--- config.mk ---
export PLATFORM = sky130hd
export DESIGN_NAME = piso_serializer
export DESIGN_NICKNAME = d
export VERILOG_FILES = /design/src/rtl/piso_pkg.sv /design/src/rtl/piso_bit_counter.sv /design/src/rtl/piso_serializer.sv
export SDC_FILE = /design/constraint.sdc
export NUM_CORES = 1
export LEC_CHECK = 0
export CORE_MARGIN = 1
export CORE_UTILIZATION = 35
export CTS_CLUSTER_DIAMETER = 150
export DETAILED_ROUTE_END_ITERATION = 12
export HOLD_SLACK_MARGIN = 0.02
export PLACE_DENSITY_LB_ADDON = 0.3
export SKIP_CTS_REPAIR_TIMING = 1
export SLEW_MARGIN = 30
export SYNTH_ARGS = -nofsm -noshare
export SYNTH_HDL_FRONTEND = slang
export SYNTH_SLANG_ARGS = --single-unit
--- constraint.sdc ---
create_clock -name CLK -period 2.1 [get_ports CLK]
set_input_delay 0.21 -clock CLK [delete_from_list [all_inputs] [get_ports CLK]]
set_output_delay 0.21 -clock CLK [all_outputs]
set_load 0.005 [all_outputs]
--- src/rtl/piso_pkg.sv ---
// rtl/piso_pkg.sv - shared types and constants for the PISO serializer
//
// Purpose : FSM state encoding and default word width.
// Config  : PISO_SERIALIZER_PARITY_EN adds the PARITY state.
// Ports   : none (package).

package piso_pkg;

    localparam int unsigned DEFAULT_WIDTH = 10;

`ifdef PISO_SERIALIZER_PARITY_EN
    typedef enum logic [1:0] {
        ST_IDLE   = 2'd0,
        ST_SHIFT  = 2'd1,
        ST_PARITY = 2'd2,
        ST_DONE   = 2'd3
    } state_t;
`else
    typedef enum logic [1:0] {
        ST_IDLE  = 2'd0,
        ST_SHIFT = 2'd1,
        ST_DONE  = 2'd3
    } state_t;
`endif

    // Bit-counter width: $clog2 of the word width, never below one bit.
    function automatic int unsigned cnt_bits(input int unsigned w);
        return (w > 1) ? $clog2(w) : 1;
    endfunction

endpackage

--- src/rtl/piso_bit_counter.sv ---
// rtl/piso_bit_counter.sv - clearable bit counter with terminal-count flag
//
// Purpose : counts shifted bits; saturates at LAST so it never exceeds it.
// Ports   : clk_i   - clock
//           rst_ni  - asynchronous active-low reset (count -> 0)
//           clr_i   - synchronous clear (has priority over en_i)
//           en_i    - advance request; ignored once terminal count is reached
//           tc_o    - high while count == LAST

module piso_bit_counter #(
    parameter int unsigned CNT_W = 4,
    parameter int unsigned LAST  = 9
) (
    input  logic clk_i,
    input  logic rst_ni,
    input  logic clr_i,
    input  logic en_i,
    output logic tc_o
);

    logic [CNT_W-1:0] count_q;
    logic [CNT_W-1:0] count_d;

    assign tc_o = (count_q == CNT_W'(LAST));

    always_comb begin
        count_d = count_q;
        if (clr_i) begin
            count_d = '0;
        end else if (en_i && !tc_o) begin
            count_d = count_q + CNT_W'(1);
        end
    end

    always_ff @(posedge clk_i or negedge rst_ni) begin
        if (!rst_ni) begin
            count_q <= '0;
        end else begin
            count_q <= count_d;
        end
    end

endmodule

--- src/rtl/piso_serializer.sv ---
// rtl/piso_serializer.sv - parallel-in serial-out word serializer, MSB first
//
// Purpose : accepts a word with a valid/ready handshake in IDLE, shifts it
//           out MSB first qualified by ENABLE, then pulses DONE for one cycle.
// Config  : PISO_SERIALIZER_PARITY_EN appends an even-parity bit after the
//           last data bit (PARITY state).
// Ports   : CLK        - clock, rising edge
//           RSTn       - asynchronous active-low reset
//           ENABLE     - shift advance qualifier
//           LOAD_VALID - source offers a word on DATA_IN
//           DATA_IN    - parallel word (width bits)
//           LOAD_READY - block can accept a word (IDLE only)
//           SHIFT_OUT  - serial data
//           BUSY       - high while data or parity bit is on SHIFT_OUT
//           DONE       - one-cycle end-of-word pulse

module piso_serializer
    import piso_pkg::*;
#(
    parameter int unsigned width = DEFAULT_WIDTH
) (
    input  logic             CLK,
    input  logic             RSTn,
    input  logic             ENABLE,
    input  logic             LOAD_VALID,
    input  logic [width-1:0] DATA_IN,
    output logic             LOAD_READY,
    output logic             SHIFT_OUT,
    output logic             BUSY,
    output logic             DONE
);

    localparam int unsigned CNT_W = cnt_bits(width);

    state_t           state_q;
    state_t           state_d;
    logic [width-1:0] sreg_q;
    logic [width-1:0] sreg_d;
    logic             cnt_clr;
    logic             cnt_en;
    logic             cnt_tc;

`ifdef PISO_SERIALIZER_PARITY_EN
    logic             parity_q;
    logic             parity_d;
`endif

    // Clear on acceptance; advance only on enabled edges in SHIFT. The
    // counter itself refuses to pass width-1.
    assign cnt_clr = (state_q == ST_IDLE) && LOAD_VALID;
    assign cnt_en  = (state_q == ST_SHIFT) && ENABLE;

    piso_bit_counter #(
        .CNT_W (CNT_W),
        .LAST  (width - 1)
    ) u_bit_counter (
        .clk_i  (CLK),
        .rst_ni (RSTn),
        .clr_i  (cnt_clr),
        .en_i   (cnt_en),
        .tc_o   (cnt_tc)
    );

    always_comb begin
        state_d    = state_q;
        sreg_d     = sreg_q;
`ifdef PISO_SERIALIZER_PARITY_EN
        parity_d   = parity_q;
`endif
        LOAD_READY = 1'b0;
        BUSY       = 1'b0;
        DONE       = 1'b0;
        SHIFT_OUT  = 1'b0;

        case (state_q)
            ST_IDLE: begin
                LOAD_READY = 1'b1;
                if (LOAD_VALID) begin
                    sreg_d   = DATA_IN;
`ifdef PISO_SERIALIZER_PARITY_EN
                    parity_d = ^DATA_IN;
`endif
                    state_d  = ST_SHIFT;
                end
            end

            ST_SHIFT: begin
                BUSY      = 1'b1;
                SHIFT_OUT = sreg_q[width-1];
                if (ENABLE) begin
                    if (cnt_tc) begin
`ifdef PISO_SERIALIZER_PARITY_EN
                        state_d = ST_PARITY;
`else
                        state_d = ST_DONE;
`endif
                    end else begin
                        sreg_d = sreg_q << 1;
                    end
                end
            end

`ifdef PISO_SERIALIZER_PARITY_EN
            ST_PARITY: begin
                BUSY      = 1'b1;
                SHIFT_OUT = parity_q;
                if (ENABLE) begin
                    state_d = ST_DONE;
                end
            end
`endif

            ST_DONE: begin
                DONE    = 1'b1;
                state_d = ST_IDLE;
            end

            default: begin
                state_d = ST_IDLE;
            end
        endcase
    end

    always_ff @(posedge CLK or negedge RSTn) begin
        if (!RSTn) begin
            state_q  <= ST_IDLE;
            sreg_q   <= '0;
`ifdef PISO_SERIALIZER_PARITY_EN
            parity_q <= 1'b0;
`endif
        end else begin
            state_q  <= state_d;
            sreg_q   <= sreg_d;
`ifdef PISO_SERIALIZER_PARITY_EN
            parity_q <= parity_d;
`endif
        end
    end

endmodule
==> impl_metrics.env <==
export IMPL_syn_num_nets=82
export IMPL_crit_chain="nor2b_1 -> buf_4 -> and2_1 -> clkdlybuf4s50_1"
export IMPL_ys_top_cells_by_area="dfrtp_1, mux2_2, mux2_4, buf_6, ha_1"
export IMPL_clk_latency_ns=0.28
export IMPL_crit_type="flop to output pin"
export IMPL_grt_start_max_net_pins=17
export IMPL_cp_arrival_ns=1.71
export IMPL_grt_pass1_vias=571
export IMPL_die_h_um=51.6
export IMPL_net_switching_power_uw=394
export IMPL_rsz0062_at_grt="false"
export IMPL_slew_headroom_pct=51.4
export IMPL_drt_vias_per_instance=5.00
export IMPL_p_int_uw=921
export IMPL_worstPathRequired_ns=1.89
export IMPL_yosysSeqAreaShare_pct=46.4
export IMPL_final_seq_area_um2=400
export IMPL_initial_core_util_pct=37.9
export IMPL_grt_pass1_wl_mm=2.40
export IMPL_synth_async_reset_ratio_pct=100
export IMPL_drc=0
export IMPL_nNetsFinal=103
export IMPL_die_w_um=51.6
export IMPL_die_area_um2=2670
export IMPL_io_pins=18
export IMPL_power_density_nw_per_um2=1210
export IMPL_antenna_left=0
export IMPL_ir_worst_vdd_v=0.000591
export IMPL_dr_first_iter_drc_count=2
export IMPL_tightestPinTransition_ns=0.726
export IMPL_report_final_hold_viol_count=0
export IMPL_synth_cell_area_um2=862
export IMPL_finish_utilization_pct=47.7
export IMPL_path_delay_family="buffers and inverters"
export IMPL_port_buffers=17
export IMPL_hold_path_class="input port to async pin"
export IMPL_yosys_most_used_dff="dfrtp_1"
export IMPL_drtPass1Iterations=2
export IMPL_ys_warn_count=0
export IMPL_p_leak_uw=0.000494
export IMPL_swShare_pct=29.9
export IMPL_finClkSkew_ns=0.000726
export IMPL_area_growth_pct=25.8
export IMPL_cts_tree="done"
export IMPL_cts_sinks=16
export IMPL_dp_hpwl_mm=1.12
export IMPL_multi_input_comb_area_um2=420
export IMPL_max_stage_delay_ns=0.49
export IMPL_layout_drive_gt1_share_pct=29.1
export IMPL_path_max_fanout=7
export IMPL_slew_viol_final=0
export IMPL_timing_setup_tns_ns=0
export IMPL_clk_pin_slew_worst_paths_ns=0.10
export IMPL_antenna_cells=0
export IMPL_clock_power_share_pct=15.7
export IMPL_synthDistinctLibCells=22
export IMPL_pwr_share_seq_pct=39.9
export IMPL_wl_per_cell_um=13.2
export IMPL_startpoint_type="flop"
export IMPL_routed_wl_mm=1.50
export IMPL_fp_row_count=17
export IMPL_maxCapViolations=0
export IMPL_p_comb_share_pct=44.3
export IMPL_num_vias=570
export IMPL_syn_inst=66
export IMPL_cts_buffers=3
export IMPL_cts_max_level=1
export IMPL_synth_seq_cells=16
export IMPL_cp_slowest_cell="clkdlybuf4s50_1"
export IMPL_cts_root_buf="clkbuf_4"
export IMPL_synth_edff_count=0
export IMPL_antenna_found_initial=0
export IMPL_fmax_mhz=521
export IMPL_finalCritPeriodShare_pct=91.3
export IMPL_design_power_total_uw=1310
export IMPL_yosys_area_top_type="dfrtp_1"
export IMPL_grtUsageTotal_pct=12.5
export IMPL_cts_max_path_buffers=2
export IMPL_critPathBufInv=2
export IMPL_fillCellCount=205
export IMPL_core_area_um2=2280
export IMPL_syn_avg_cell_area_um2=13.1
export IMPL_finalSetupViolCount=0
export IMPL_synth_top_area_share_pct=46.4
export IMPL_gp_congestion=0.811
export IMPL_final_min_clock_period_ns=1.92
export IMPL_grt_overflow=0
export IMPL_cp_end_kind="output pin"
export IMPL_status="finished clean"
## power groups by stage
stage | registers [uW] | logic, uW | clock network [uW]
3_5_place_dp | 532 | 588 | 0
5_1_grt | 537 | 641 | 226
2_1_floorplan | 502 | 471 | 0
3_3_place_gp | 521 | 579 | 0
4_1_cts | 525 | 591 | 210
6_report | 525 | 583 | 207
## metal layers
| layer | part of all wire [%] | global-route usage, % | wire length, um | up-vias |
|---|---|---|---|---|
| met1 | 48 | 14.5 | 722 | 278 |
| met3 | 3.5 | 3.80 | 52 | 2 |
| met2 | 47 | 20.3 | 712 | 12 |
| met5 | 0 | 0 | 0 | - |
| met4 | 1.1 | 7.21 | 16 | 0 |
| li1 | - | - | - | 278 |
## Yosys cell counts, types with 2 or more instances
master,n
and2_1,3
inv_1,2
or3_1,3
ha_1,2
o21ai_0,3
a21oi_1,3
nor2b_1,2
buf_6,3
mux2_2,12
dfrtp_1,16
mux2_4,6
## metrics by stage
| step | hold WS, ns | instances | setup slack (ns) | instance area (um2) |
|---|---|---|---|---|
| 2_1_floorplan | -0.0856 | 66 | 0.461 | 862 |
| 3_3_place_gp | 0.471 | 110 | 0.277 | 1050 |
| 3_5_place_dp | 0.474 | 110 | 0.220 | 1050 |
| 4_1_cts | 0.383 | 114 | 0.169 | 1080 |
| 5_1_grt | 0.388 | 114 | 0.110 | 1080 |
| 6_report | 0.348 | 114 | 0.182 | 1080 |
## worst register-to-register path, stage by stage, from the launching register on
cell	delay [ns]
dfrtp_1	0.44
ha_1	0.21
and3b_1	0.26
o21ai_4	0.37
mux2_2	0.39
## sequential cells by signal, indices dropped and copies added (netlist names)
register               count
u_bit_counter.count_q      4
sreg_q                    10
state_q                    2
## cell families (layout without fill, tap and decap cells)
logic type	count (synthesis)	in the layout	synth area share, %
multiplexers	19	19	27.4
flip-flops	16	16	46.4
AND/OR/NAND/NOR	15	15	11.2
adder cells (fa/ha/maj)	2	2	2.90
buffers and inverters	5	25	4.79
AO/OA/AOI/OAI	9	9	7.26
## placed cells by master (no fill, tap or decap), drive strengths merged
cell and instances:
a21oi 3, or3 3, inv 2, nor2 1
nand3b 1, clkbuf 4, o21ai 4, o211ai 1
nor2b 2, or3b 1, mux2 19, nand2b 1
buf 2, nand3 1, and3b 1, and3 1
clkdlybuf4s50 17, o41ai 1, dfrtp 16, and2 3
ha 2
## path summary, 6_finish.rpt
check	start	endpoint	slack (ns)	cells after the start
worst min register to register	sreg_q[0]	sreg_q[0]	0.49	1
worst max-delay path	state_q[0]	SHIFT_OUT	0.18	4
min in group CLK	sreg_q[0]	sreg_q[0]	0.49	1
worst min-delay path	RSTn	sreg_q[3]	0.35	1
max in group asynchronous	RSTn	u_bit_counter.count_q[3]	1.30	1
worst max register to register	u_bit_counter.count_q[0]	sreg_q[2]	0.33	4
## final cells by class
class / count / share of cell area [%]
multi-input combinational: 45 / 38.8
sequential: 16 / 36.9
timing repair buffer: 19 / 17.1
clock buffer: 4 / 3.34
tap: 28 / 3.23
inverter: 2 / 0.692
(Power assumes the default switching activity.)
